===== src/rtl/bus_arbiter_pkg.sv =====
// Shared types and widths for the CPU / secondary memory arbiter.
package bus_arbiter_pkg;

  localparam int AW_DEF = 20;
  localparam int DW     = 64;
  localparam int TW     = 8;

  typedef enum logic [1:0] {
    S_IDLE = 2'd0,
    S_ADDR = 2'd1,
    S_LOCK = 2'd2
  } state_e;

endpackage


===== src/rtl/bus_arbiter_lock_timer.sv =====
// Saturating cycle counter bounding how long an atomic lock may be held.
module bus_arbiter_lock_timer #(
  parameter  int MAX = 16,
  localparam int CW  = $clog2(MAX + 1)
) (
  input  logic clk,
  input  logic rst,
  input  logic clr,
  input  logic en,
  output logic expired
);

  logic [CW-1:0] cnt_q, cnt_d;

  assign expired = (cnt_q == CW'(MAX));

  always_comb begin
    cnt_d = cnt_q;
    if (clr)
      cnt_d = '0;
    else if (en && !expired)
      cnt_d = cnt_q + 1'b1;
  end

  always_ff @(posedge clk or posedge rst) begin
    if (rst) cnt_q <= '0;
    else     cnt_q <= cnt_d;
  end

endmodule


===== src/rtl/bus_arbiter.sv =====
// Single-ported tagged memory shared between the CPU (fixed latency, absolute
// priority) and a secondary DMA/loader port that only uses idle cycles.
module bus_arbiter
  import bus_arbiter_pkg::*;
#(
  parameter int AW       = AW_DEF,
  parameter int LOCK_MAX = 16
) (
  input  logic          clk,
  input  logic          reset,
  input  logic [DW-1:0] c_ad,
  input  logic [TW-1:0] c_tag,
  input  logic          c_astb,
  input  logic          c_atomic,
  input  logic          c_rd,
  input  logic          c_wr,
  output logic [DW-1:0] c_data,
  output logic [TW-1:0] c_rtag,
  input  logic          d_req,
  input  logic          d_we,
  input  logic [AW-1:0] d_addr,
  input  logic [DW-1:0] d_wdata,
  input  logic [TW-1:0] d_wtag,
  output logic          d_gnt,
  output logic          d_rvalid,
  output logic [DW-1:0] d_rdata,
  output logic [TW-1:0] d_rtag,
  output logic          m_en,
  output logic          m_we,
  output logic [AW-1:0] m_addr,
  output logic [DW-1:0] m_wdata,
  output logic [TW-1:0] m_wtag,
  input  logic [DW-1:0] m_rdata,
  input  logic [TW-1:0] m_rtag,
  output logic          lock_err,
  output logic          proto_err
);

  state_e        state_q, state_d;
  logic [AW-1:0] addr_q, addr_d;
  logic          atomic_q, atomic_d;
  logic          c_pend_q, c_pend_d;
  logic          d_pend_q, d_pend_d;
  logic [DW-1:0] c_data_q, c_data_d;
  logic [TW-1:0] c_rtag_q, c_rtag_d;
  logic [DW-1:0] d_rdata_q, d_rdata_d;
  logic [TW-1:0] d_rtag_q, d_rtag_d;

  logic [AW-1:0] cur_addr;
  logic          cpu_acc, cpu_rd, cpu_wr;
  logic          astb_lock, lock_act, d_issue;
  logic          lock_expire, tmr_clr, tmr_en, tmr_expired;

  // A simultaneous rd+wr is treated as a write.
  assign cpu_wr    = c_wr;
  assign cpu_rd    = c_rd & ~c_wr;
  assign cpu_acc   = c_rd | c_wr;
  assign cur_addr  = c_astb ? c_ad[AW-1:0] : addr_q;
  assign astb_lock = c_astb & c_atomic & cpu_rd;
  assign lock_act  = (state_q == S_LOCK) || (state_q == S_ADDR && atomic_q);
  assign d_issue   = d_req & ~cpu_acc & ~lock_act;

  always_comb begin
    state_d     = state_q;
    addr_d      = addr_q;
    atomic_d    = atomic_q;
    lock_expire = 1'b0;
    if (c_astb) begin
      addr_d   = c_ad[AW-1:0];
      atomic_d = c_atomic;
    end
    case (state_q)
      S_IDLE: begin
        if (c_astb) state_d = astb_lock ? S_LOCK : S_ADDR;
      end
      S_ADDR: begin
        if (c_astb)                  state_d = astb_lock ? S_LOCK : S_ADDR;
        else if (cpu_rd && atomic_q) state_d = S_LOCK;
        else if (cpu_acc)            state_d = S_IDLE;
      end
      S_LOCK: begin
        // The closing write or a fresh address takes precedence over timeout.
        if (cpu_wr)           state_d = S_IDLE;
        else if (c_astb)      state_d = astb_lock ? S_LOCK : S_ADDR;
        else if (tmr_expired) begin
          state_d     = S_IDLE;
          lock_expire = 1'b1;
        end
      end
      default: state_d = S_IDLE;
    endcase
  end

  assign tmr_clr = (state_d == S_LOCK) && ((state_q != S_LOCK) || astb_lock);
  assign tmr_en  = (state_q == S_LOCK);

  bus_arbiter_lock_timer #(.MAX(LOCK_MAX)) u_lock_timer (
    .clk     (clk),
    .rst     (reset),
    .clr     (tmr_clr),
    .en      (tmr_en),
    .expired (tmr_expired)
  );

  // Issue side is purely combinational so the CPU sees no added latency.
  always_comb begin
    m_en    = 1'b0;
    m_we    = 1'b0;
    m_addr  = '0;
    m_wdata = '0;
    m_wtag  = '0;
    d_gnt   = 1'b0;
    if (!reset) begin
      if (cpu_acc) begin
        m_en    = 1'b1;
        m_we    = cpu_wr;
        m_addr  = cur_addr;
        m_wdata = c_ad;
        m_wtag  = c_tag;
      end else if (d_issue) begin
        m_en    = 1'b1;
        m_we    = d_we;
        m_addr  = d_addr;
        m_wdata = d_wdata;
        m_wtag  = d_wtag;
        d_gnt   = 1'b1;
      end
    end
  end

  assign proto_err = ~reset & c_rd & c_wr;
  assign lock_err  = ~reset & lock_expire;

  always_comb begin
    c_pend_d  = cpu_rd;
    d_pend_d  = d_gnt & ~d_we;
    c_data_d  = c_pend_q ? m_rdata : c_data_q;
    c_rtag_d  = c_pend_q ? m_rtag  : c_rtag_q;
    d_rdata_d = d_pend_q ? m_rdata : d_rdata_q;
    d_rtag_d  = d_pend_q ? m_rtag  : d_rtag_q;
  end

  // Secondary read data passes straight through on the valid cycle, then holds.
  assign c_data   = c_data_q;
  assign c_rtag   = c_rtag_q;
  assign d_rvalid = d_pend_q;
  assign d_rdata  = d_pend_q ? m_rdata : d_rdata_q;
  assign d_rtag   = d_pend_q ? m_rtag  : d_rtag_q;

  always_ff @(posedge clk or posedge reset) begin
    if (reset) begin
      state_q   <= S_IDLE;
      addr_q    <= '0;
      atomic_q  <= 1'b0;
      c_pend_q  <= 1'b0;
      d_pend_q  <= 1'b0;
      c_data_q  <= '0;
      c_rtag_q  <= '0;
      d_rdata_q <= '0;
      d_rtag_q  <= '0;
    end else begin
      state_q   <= state_d;
      addr_q    <= addr_d;
      atomic_q  <= atomic_d;
      c_pend_q  <= c_pend_d;
      d_pend_q  <= d_pend_d;
      c_data_q  <= c_data_d;
      c_rtag_q  <= c_rtag_d;
      d_rdata_q <= d_rdata_d;
      d_rtag_q  <= d_rtag_d;
    end
  end

endmodule


===== config.mk =====
export PLATFORM = sky130hd
export DESIGN_NAME = bus_arbiter
export DESIGN_NICKNAME = d
export VERILOG_FILES = /design/src/rtl/bus_arbiter_pkg.sv /design/src/rtl/bus_arbiter_lock_timer.sv /design/src/rtl/bus_arbiter.sv
export SDC_FILE = /design/constraint.sdc
export NUM_CORES = 1
export LEC_CHECK = 0
export ABC_AREA = 1
export BUFFER_PORTS_ARGS = -buffer_cell sky130_fd_sc_hd__buf_2
export CAP_MARGIN = 5
export CORE_AREA = 4 4 188 190
export DETAILED_ROUTE_END_ITERATION = 8
export DIE_AREA = 0 0 192 194
export PLACE_DENSITY = 0.55
export SLEW_MARGIN = 20
export SYNTH_ARGS = -nofsm -noshare
export SYNTH_HDL_FRONTEND = slang
export SYNTH_SLANG_ARGS = --single-unit

===== constraint.sdc =====
create_clock -name clk -period 14.6 [get_ports clk]
set_clock_uncertainty 0.2 [all_clocks]
set_input_delay 2.92 -clock clk [delete_from_list [all_inputs] [get_ports clk]]
set_output_delay 2.92 -clock clk [all_outputs]
set_load 0.01 [all_outputs]

==> reports/qor.txt, run 1 <==
result of the run - finished, final reports clean
# port buffers - 485
largest incremental delay on the critical path - 710 ps
total congestion overflow after global routing - 0
max-cap violation count - 0
share of synthesized cell area in full adder, half adder and majority cells - 0.319%
DRC Markers - 0
half-perimeter wire length of the detailed placement result - 26,100 um
gp weighted congestion - 0.964
overall via count from detail_route - 7,185
simple-gate area share of the yosys netlist - 18.5%
pre-CTS setup slack - 6360 ps
wire length reported by the detailed router - 32,300 um
crit-path max FO - 94
register bit count reported by yosys - 174
net switching power - 463 uW
count of final hold-check violations - 0
Slew Limit Fails - 0
kind of launch point of the worst setup path - primary input
combinational group share of total power - 26.6%
Max Clock Freq - 122 MHz
post-route clock period utilization - 56.1%
share of total power in the clock network - 31.7%
main area contributors after synthesis - sky130_fd_sc_hd__dfrtp_1 (55%), sky130_fd_sc_hd__mux2_2 (21%), sky130_fd_sc_hd__nand2_1 (17%), sky130_fd_sc_hd__buf_2 (1.7%), sky130_fd_sc_hd__buf_6 (1.0%)
number of H-tree levels - 4
leakage dissipation - 6.25 nW
internal power contribution - 994 uW
Hold WC Path Type - reg -> reg
switching share of power - 31.8%
Total Nets Final - 1,489
main combinational cell family by area after synthesis - multiplexers
Synth Cell Area - 7850 um^2
post-route total power - 1.46 mW
total number of yosys warnings - 0
relative area change from synthesis to final layout - 43.4%
initial standard-cell utilization of the core - 23.5%
Pre-Repair DR Iteration Count - 5
initial antenna violation count - 8
std cell rows - 67
global-route total usage across every layer - 16.8%
endpoints failing setup - 0
minimum setup slack among reg-to-reg paths - 12,440 ps
multiplexer fraction of the synthesized cell area - 20.7%
clock transition at the register clock pins on the worst setup and hold paths after CTS - 70 ps
min cycle time layout - 8180 ps
Post-CTS Setup Repair Bufs - 0
headroom to the max-slew limit - 33.4%
critical path, cell by cell - buf_2 > inv_6 > nand2_2 > inv_2 > buf_4 > nand2_1 > nand2_1 > buf_2
Die X-Extent - 192 um
peak supply drop - 0.0000600 V
TNS Setup - 0 ps
Power per Cell Area - 129 nW/um^2
worst skew pair latency - 430 ps
die outline area - 37,200 um^2
number of DRC markers in iteration 0 - 218
synth unique cells - 22
share of power burned in registers - 41.7%
post-route worst setup slack - 6420 ps
worst slack on hold paths - 270 ps
die span in y - 194 um
buffer type at the clock tree root - sky130_fd_sc_hd__clkbuf_16
unrepaired setup endpoints after global routing - false
critical-path cell with the highest stage delay - sky130_fd_sc_hd__buf_4
hold-fix buffer count after cts - 0
slew at the pin closest to its max-slew limit - 1000 ps
number of CTS-inserted buffers - 17
via count of the first global-routing pass - 7,518
cells resized by post-CTS repair - 0
critical path class - in -> out
CTS tree - built
fraction of synthesized cell area taken by the top area cell type - 55.5%
DR vias/cell - 4.20
Critical Path RT - 11,480 ps
top cell type by total area after synthesis - sky130_fd_sc_hd__dfrtp_1
synthesized-area fraction occupied by ao, oa, aoi and oai cells - 0.510%
drt wl/cell - 18.9 um
maximum buffer depth of the clock tree - 2
number of standard cells after synthesis - 774
fraction of synthesized cell area in xor and xnor cells - 0.446%
number of nets with antenna violations after routing - 0
Setup crit end kind - output port
core region area - 33,400 um^2
final core occ - 33.6%
layout cells sized above 1 - 53.7%
global-route wire length before repair - 47,300 um
filler cell count - 3,555
Net Count, Synth - 1,020
clk sink count - 174
register area share after synthesis - 55.5%
CP Data Arrival Time - 5060 ps
number of I/O pins - 486
maximum number of pins on one net before global-route repair - 95
Synth Area per Inst - 10.1 um^2
[synth_stat cells (all sizes together)]
master	number
dfrtp	174
xor2	3
buf	34
nor2	9
inv	21
nand4	2
nand3	7
a21boi	1
a21oi	1
a21o	1
mux2	144
nand2	362
nor4	1
xnor2	1
o21ai	4
clkbuf	7
ha	2
[path summary, 6_finish.rpt]
path,start,end,cells past startpoint
setup / recovery,reset,m_wdata[35],8
hold / removal,addr_q[10],addr_q[10],2
setup reg to reg,d_rvalid,d_rdata_q[19],2
hold reg to reg,addr_q[10],addr_q[10],2
max in group asynchronous,reset,c_data[59],3
min in group asynchronous,reset,d_rtag_q[0],2
[area by class of cell]
cell class | instances | area [um^2] | area share [%]
Antenna cell | 5 | 12.5 | 0.111
Clock buffer | 17 | 425 | 3.78
Clock inverter | 15 | 165 | 1.47
Inverter | 21 | 83.8 | 0.745
Multi-Input combinational cell | 538 | 3170 | 28.2
Sequential cell | 174 | 4360 | 38.8
Tap cell | 448 | 561 | 4.98
Timing Repair Buffer | 491 | 2470 | 22.0
[layout by cell type, fill, tap and decap left out, drive strengths merged, types with 2 or more instances in the layout]
cell type and instances:
nand2 362, xor2 3, nand3 7, buf 491, inv 31, nand4 2, clkinv 3, diode 5
dfrtp 174, o21ai 4, ha 2, clkbuf 17, nor2 9, mux2 144
[flip-flops by register name, indices dropped and copies added (netlist names)]
name and cells:
c_rtag 8, d_rvalid 1, addr_q 20, atomic_q 1, c_data 64, state_q 2
d_rdata_q 64, u_lock_timer.cnt_q 5, c_pend_q 1, d_rtag_q 8
[worst max-delay path, delay by kind of cell]
family,cells,cell delay (ps)
buffers and inverters,5,1440
and+or+nand+nor,3,580
[stage by stage]
| step | cell area [um^2] | cells |
|---|---|---|
| after floorplan | 7850 | 774 |
| after global placement | 10700 | 1672 |
| after detailed placement | 10700 | 1672 |
| after CTS | 11200 | 1704 |
| after global routing | 11200 | 1707 |
| final | 11300 | 1709 |
[power by group through the flow]
| stage | Clock [mW] | Sequential, mW | Combinational (mW) |
|---|---|---|---|
| floorplan | 0 | 0.625 | 0.189 |
| global placement | 0 | 0.613 | 0.393 |
| detailed placement | 0 | 0.618 | 0.396 |
| CTS | 0.482 | 0.609 | 0.396 |
| global route | 0.505 | 0.618 | 0.424 |
| finish | 0.462 | 0.607 | 0.387 |
[cells by family after synthesis]
kind of cell    Yosys count
fa+ha+maj                 2
simple gates            381
buf+inv                  62
xor+xnor                  4
compound gates            7
mux                     144
flops                   174
[layer usage]
| metal | vias to the layer above | wire length (um) | track usage, % | part of all wire [%] |
|---|---|---|---|---|
| met5 | - | 55 | 0 | 0.17 |
| met4 | 8 | 1300 | 7.21 | 4.0 |
| met3 | 59 | 2660 | 4.70 | 8.2 |
| met2 | 334 | 16600 | 30.7 | 51 |
| met1 | 3365 | 11700 | 17.8 | 36 |
| li1 | 3419 | - | - | - |
Note: power is estimated with default switching activity, not from simulation.
==> run 2: changes to the inputs <==
==> constraint.sdc (replaced) <==
create_clock -name clk -period 8.5 [get_ports clk]
set_clock_uncertainty 0.2 [all_clocks]
set_input_delay 1.7 -clock clk [delete_from_list [all_inputs] [get_ports clk]]
set_output_delay 1.7 -clock clk [all_outputs]
set_load 0.01 [all_outputs]
==> reports/qor.txt, run 2 (synthesis gave the netlist of run 1 again) <==
gp weighted congestion - 0.997 (+3.4%)
endpoints failing setup - 0 (unchanged)
wire length on met2 - 16,800 um (+1.3%)
count of final hold-check violations - 0 (unchanged)
Post-CTS Setup Repair Bufs - 0 (unchanged)
minimum setup slack among reg-to-reg paths - 6350 ps (-6090 ps)
top routing layer in use - met5
Setup crit end kind - output port
Die X-Extent - 192 um (unchanged)
wire length reported by the detailed router - 32,600 um (+0.95%)
DR vias/cell - 4.24 (+0.95%)
r2r worst-path depth - 2 (unchanged)
# port buffers - 485 (unchanged)
layout cells sized above 1 - 53.7% (unchanged)
number of H-tree levels - 4 (unchanged)
maximum buffer depth of the clock tree - 2 (unchanged)
result of the run - finished, final reports clean
core region area - 33,400 um^2 (unchanged)
number of I/O pins - 486 (unchanged)
initial antenna violation count - 6 (-2)
critical path class - in -> out
cells resized by post-CTS repair - 0 (unchanged)
peak supply drop - 0.000120 V (+100%)
leakage dissipation - 6.26 nW (+0.14%)
clk sink count - 174 (unchanged)
Slew Limit Fails - 0 (unchanged)
via count of the first global-routing pass - 7,665 (+2.0%)
clock transition at the register clock pins on the worst setup and hold paths after CTS - 70 ps (about the same)
max-cap violation count - 0 (unchanged)
initial standard-cell utilization of the core - 23.5% (unchanged)
post-route total power - 2.51 mW (+73%)
final instance area - 11,300 um^2 (+0.17%)
Total Nets Final - 1,489 (unchanged)
source of the critical timing path - reset
half-perimeter wire length of the detailed placement result - 26,500 um (+1.2%)
slew at the pin closest to its max-slew limit - 1070 ps (+71.1 ps)
TNS Setup - 0 ps (unchanged)
Pre-Repair DR Iteration Count - 4 (-1)
DRC Markers - 0 (unchanged)
critical register-to-register path startpoint - d_rvalid
unrepaired setup endpoints after global routing - false
post-route clock period utilization - 69.5%
CP Data Arrival Time - 4000 ps (-1060 ps)
hold-fix buffer count after cts - 0 (unchanged)
CTS tree - built
total congestion overflow after global routing - 0 (unchanged)
number of CTS-inserted buffers - 17 (unchanged)
drt wl/cell - 19.1 um (+1.1%)
Area after DPL - 10,700 um^2 (+0.12%)
Max Clock Freq - 169 MHz
die span in y - 194 um (unchanged)
Critical Path RT - 6600 ps (-4880 ps)
relative area change from synthesis to final layout - 43.7%
critical register-to-register path endpoint - d_rdata_q[19]
headroom to the max-slew limit - 28.6% (-4.7 points)
wire length on met3 - 2910 um (+9.5%)
number of DRC markers in iteration 0 - 251 (+15%)
number of nets with antenna violations after routing - 0 (unchanged)
termination of the worst setup path - m_wdata[57]
Power per Cell Area - 223 nW/um^2 (+72%)
Hold WC Path Type - reg -> reg
top library cells by usage in the layout, fill and taps aside - sky130_fd_sc_hd__buf_2 (485), sky130_fd_sc_hd__nand2_1 (361), sky130_fd_sc_hd__dfrtp_1 (172)
global-route total usage across every layer - 16.9% (+0.14 points)
min cycle time layout - 5900 ps
die outline area - 37,200 um^2 (unchanged)
maximum number of pins on one net before global-route repair - 71 (-25%)
std cell rows - 67 (unchanged)
kind of launch point of the worst setup path - primary input
overall via count from detail_route - 7,245 (+0.84%)
met1 WL - 11,700 um (+0.63%)
most common cell after layout, fill and taps aside - sky130_fd_sc_hd__buf_2
global-route wire length before repair - 47,900 um (+1.3%)
buffer type at the clock tree root - sky130_fd_sc_hd__clkbuf_16
crit-path max FO - 70 (-26%)
worst skew pair latency - 430 ps (about the same)
[run 2: changes by cell type in the layout (fill, tap and decap cells not counted)]
cell	previous run	this run
sky130_fd_sc_hd__clkbuf_8	0	1
sky130_fd_sc_hd__diode_2	5	3
sky130_fd_sc_hd__inv_6	7	5
sky130_fd_sc_hd__clkinv_4	1	2
sky130_fd_sc_hd__clkinv_2	1	0
sky130_fd_sc_hd__buf_4	6	5
sky130_fd_sc_hd__inv_8	4	5
sky130_fd_sc_hd__buf_12	0	1
[run 2: how the worst min path moves through the flow]
stage	start	end	slack (ps)	cells after the start
3_3_place_gp	addr_q[11]	addr_q[11]	250	2
3_5_place_dp	addr_q[10]	addr_q[10]	260	2
5_1_grt	addr_q[4]	addr_q[4]	300	2
6_report	addr_q[4]	addr_q[4]	270	2
4_1_cts	addr_q[6]	addr_q[6]	280	2
2_1_floorplan	addr_q[0]	addr_q[0]	240	2
[run 2: report_power, final]
group          total, mW  internal [mW]  switching (mW)
clock network      0.806          0.430           0.377
logic              0.665          0.301           0.364
registers           1.04          0.987          0.0553
[run 2: routing by layer]
metal  global-route usage (%)  vias up
met1                     17.9     3451
met3                     5.55       48
li1                         -     3409
met5                        0        -
met2                     31.0      329
met4                     6.21        8
[run 2: cell type report]
type	count	area, um^2
Fill cell	3530	22200
Timing Repair Buffer	491	2480
Sequential cell	174	4360
Tap cell	448	561
Inverter	21	83.8
Clock buffer	18	439
Antenna cell	3	7.51
Multi-Input combinational cell	538	3170
Clock inverter	14	163
[run 2: worst max-delay path, cell delays in order]
cell and delay (ps):
sky130_fd_sc_hd__buf_2 130, sky130_fd_sc_hd__inv_6 450, sky130_fd_sc_hd__nand2_2 160, sky130_fd_sc_hd__inv_2 700
sky130_fd_sc_hd__buf_4 500, sky130_fd_sc_hd__nand2_1 100, sky130_fd_sc_hd__nand2_1 90, sky130_fd_sc_hd__buf_2 140
[run 2: metrics by stage]
stage	setup slack [ps]	hold slack [ps]	utilization, %	std cells
floorplan	310	238	-	774
detailed placement	2520	257	31.9	1672
global route	2300	303	33.7	1704
finish	2600	271	33.7	1707
global placement	2560	252	31.9	1672
CTS	2520	276	33.7	1704
==> run 3: changes to the inputs <==
==> constraint.sdc (replaced) <==
create_clock -name clk -period 6.05 [get_ports clk]
set_clock_uncertainty 0.2 [all_clocks]
set_input_delay 1.21 -clock clk [delete_from_list [all_inputs] [get_ports clk]]
set_output_delay 1.21 -clock clk [all_outputs]
set_load 0.01 [all_outputs]
==> reports/qor.txt, run 3 (synthesis gave the netlist of run 1 again) <==
clock transition at the register clock pins on the worst setup and hold paths after CTS - 70 ps (about the same)
DR vias/cell - 4.23 (-0.43%)
Slew Limit Fails - 0 (unchanged)
final core occ - 33.8% (+0.056 points)
std cell rows - 67 (unchanged)
count of final hold-check violations - 0 (unchanged)
drt wl/cell - 19.5 um (+2.1%)
endpoints failing setup - 0 (unchanged)
Max Clock Freq - 223 MHz
leakage dissipation - 6.27 nW (+0.27%)
half-perimeter wire length of the detailed placement result - 27,200 um (+2.7%)
post-route clock period utilization - 74.3%
number of H-tree levels - 4 (unchanged)
number of DRC markers in iteration 0 - 323 (+29%)
initial antenna violation count - 5 (-1)
relative area change from synthesis to final layout - 43.9%
core region area - 33,400 um^2 (unchanged)
top library cells by usage in the layout, fill and taps aside - sky130_fd_sc_hd__buf_2 (485), sky130_fd_sc_hd__nand2_1 (361), sky130_fd_sc_hd__dfrtp_1 (172)
# port buffers - 485 (unchanged)
gp weighted congestion - 0.988 (-0.90%)
number of cells after detailed placement - 1,677 (+0.30%)
maximum buffer depth of the clock tree - 2 (unchanged)
global-route total usage across every layer - 17.2% (+0.32 points)
headroom to the max-slew limit - 23.8% (-4.8 points)
largest incremental delay on the critical path - 540 ps (-160 ps)
share of total power in the clock network - 31.5% (-0.6 points)
buffer type at the clock tree root - sky130_fd_sc_hd__clkbuf_16
most common cell after layout, fill and taps aside - sky130_fd_sc_hd__buf_2
Die X-Extent - 192 um (unchanged)
crit-path max FO - 40 (-43%)
clk sink count - 174 (unchanged)
Area after DPL - 10,700 um^2 (+0.29%)
Power per Cell Area - 310 nW/um^2 (+39%)
initial standard-cell utilization of the core - 23.5% (unchanged)
die span in y - 194 um (unchanged)
Post-CTS Setup Repair Bufs - 0 (unchanged)
switching share of power - 32.4% (+0.75 points)
net switching power - 1.14 mW (+43%)
total congestion overflow after global routing - 0 (unchanged)
Hold WC Path Type - reg -> reg
layout cells sized above 1 - 53.8% (+0.10 points)
critical-path cell with the highest stage delay - sky130_fd_sc_hd__inv_2
share of power burned in registers - 41.8% (+0.3 points)
result of the run - finished, final reports clean
worst slack on hold paths - 269 ps (-2.05 ps)
number of I/O pins - 486 (unchanged)
unrepaired setup endpoints after global routing - false
Total Nets Final - 1,494 (+0.34%)
die outline area - 37,200 um^2 (unchanged)
critical path, cell by cell - buf_2 > inv_1 > nand3_1 > nor2_1 > nand2_2 > inv_2 > buf_4 > nand2_1 > nand2_1 > buf_2
Setup crit end kind - output port
overall via count from detail_route - 7,231 (-0.19%)
number of CTS-inserted buffers - 17 (unchanged)
peak supply drop - 0.000146 V (+22%)
critical path class - in -> out
Critical Path RT - 4640 ps (-1960 ps)
internal power contribution - 2.37 mW (+38%)
filler cell count - 3,516 (-0.40%)
via count of the first global-routing pass - 7,531 (-1.7%)
wire length reported by the detailed router - 33,400 um (+2.3%)
combinational group share of total power - 26.7% (+0.2 points)
pre-CTS setup slack - 1540 ps (-977 ps)
final instance area - 11,300 um^2 (+0.17%)
number of nets with antenna violations after routing - 0 (unchanged)
post-route total power - 3.51 mW (+40%)
DRC Markers - 0 (unchanged)
max-cap violation count - 0 (unchanged)
hold-fix buffer count after cts - 0 (unchanged)
slew at the pin closest to its max-slew limit - 1140 ps (+72.5 ps)
cells resized by post-CTS repair - 0 (unchanged)
Finished Layout Cells - 1,711 (+0.23%)
TNS Setup - 0 ps (unchanged)
CP Data Arrival Time - 3080 ps (-920 ps)
global-route wire length before repair - 48,100 um (+0.52%)
post-route worst setup slack - 1560 ps (-1040 ps)
Pre-Repair DR Iteration Count - 4 (unchanged)
worst skew pair latency - 420 ps (about the same)
maximum number of pins on one net before global-route repair - 176 (+150%)
min cycle time layout - 4490 ps
kind of launch point of the worst setup path - primary input
CTS tree - built
-- run 3: cell types whose count changed in the layout (fill, tap and decap cells not counted), sizes merged --
cell and change:
diode -1, bufinv -1, buf +5, clkinv +2, inv -1
-- run 3: power groups by stage --
stage	combinational (mW)	sequential (mW)	clock, mW
2_1_floorplan	0.456	1.51	0
3_3_place_gp	0.947	1.48	0
3_5_place_dp	0.956	1.49	0
4_1_cts	0.958	1.47	1.15
5_1_grt	1.02	1.49	1.19
6_report	0.936	1.46	1.11
-- run 3: metal layers --
metal	GRT usage, %	vias to the layer above	routed length, um
met4	6.76	8	1230
met5	0	-	48
met1	17.9	3431	11700
met3	5.02	38	2630
li1	-	3433	-
met2	32.1	321	17800
-- run 3: cell type report --
class | instances | area [um^2] | share of cell area [%]
Sequential cell | 174 | 4360 | 38.6
Multi-Input combinational cell | 538 | 3170 | 28.1
Timing Repair Buffer | 496 | 2520 | 22.3
Tap cell | 448 | 561 | 4.96
Clock buffer | 18 | 429 | 3.80
Clock inverter | 14 | 163 | 1.44
Inverter | 21 | 82.6 | 0.731
Antenna cell | 2 | 5.00 | 0.0443
-- run 3: critical path, delay by kind of cell --
kind	cells	cell delay (ps)
simple gates	5	510
buf+inv	5	1330
-- run 3: worst paths after layout --
kind | endpoint | depth (start not counted) | slack [ps] | startpoint
min in group asynchronous | d_rtag_q[3] | 3 | 760 | reset
setup / recovery | m_wdata[14] | 10 | 1560 | c_wr
setup reg to reg | d_rdata_q[15] | 3 | 3860 | d_rvalid
hold / removal | addr_q[11] | 2 | 270 | addr_q[11]
hold reg to reg | addr_q[11] | 2 | 270 | addr_q[11]
max in group asynchronous | d_rdata_q[2] | 3 | 3920 | reset
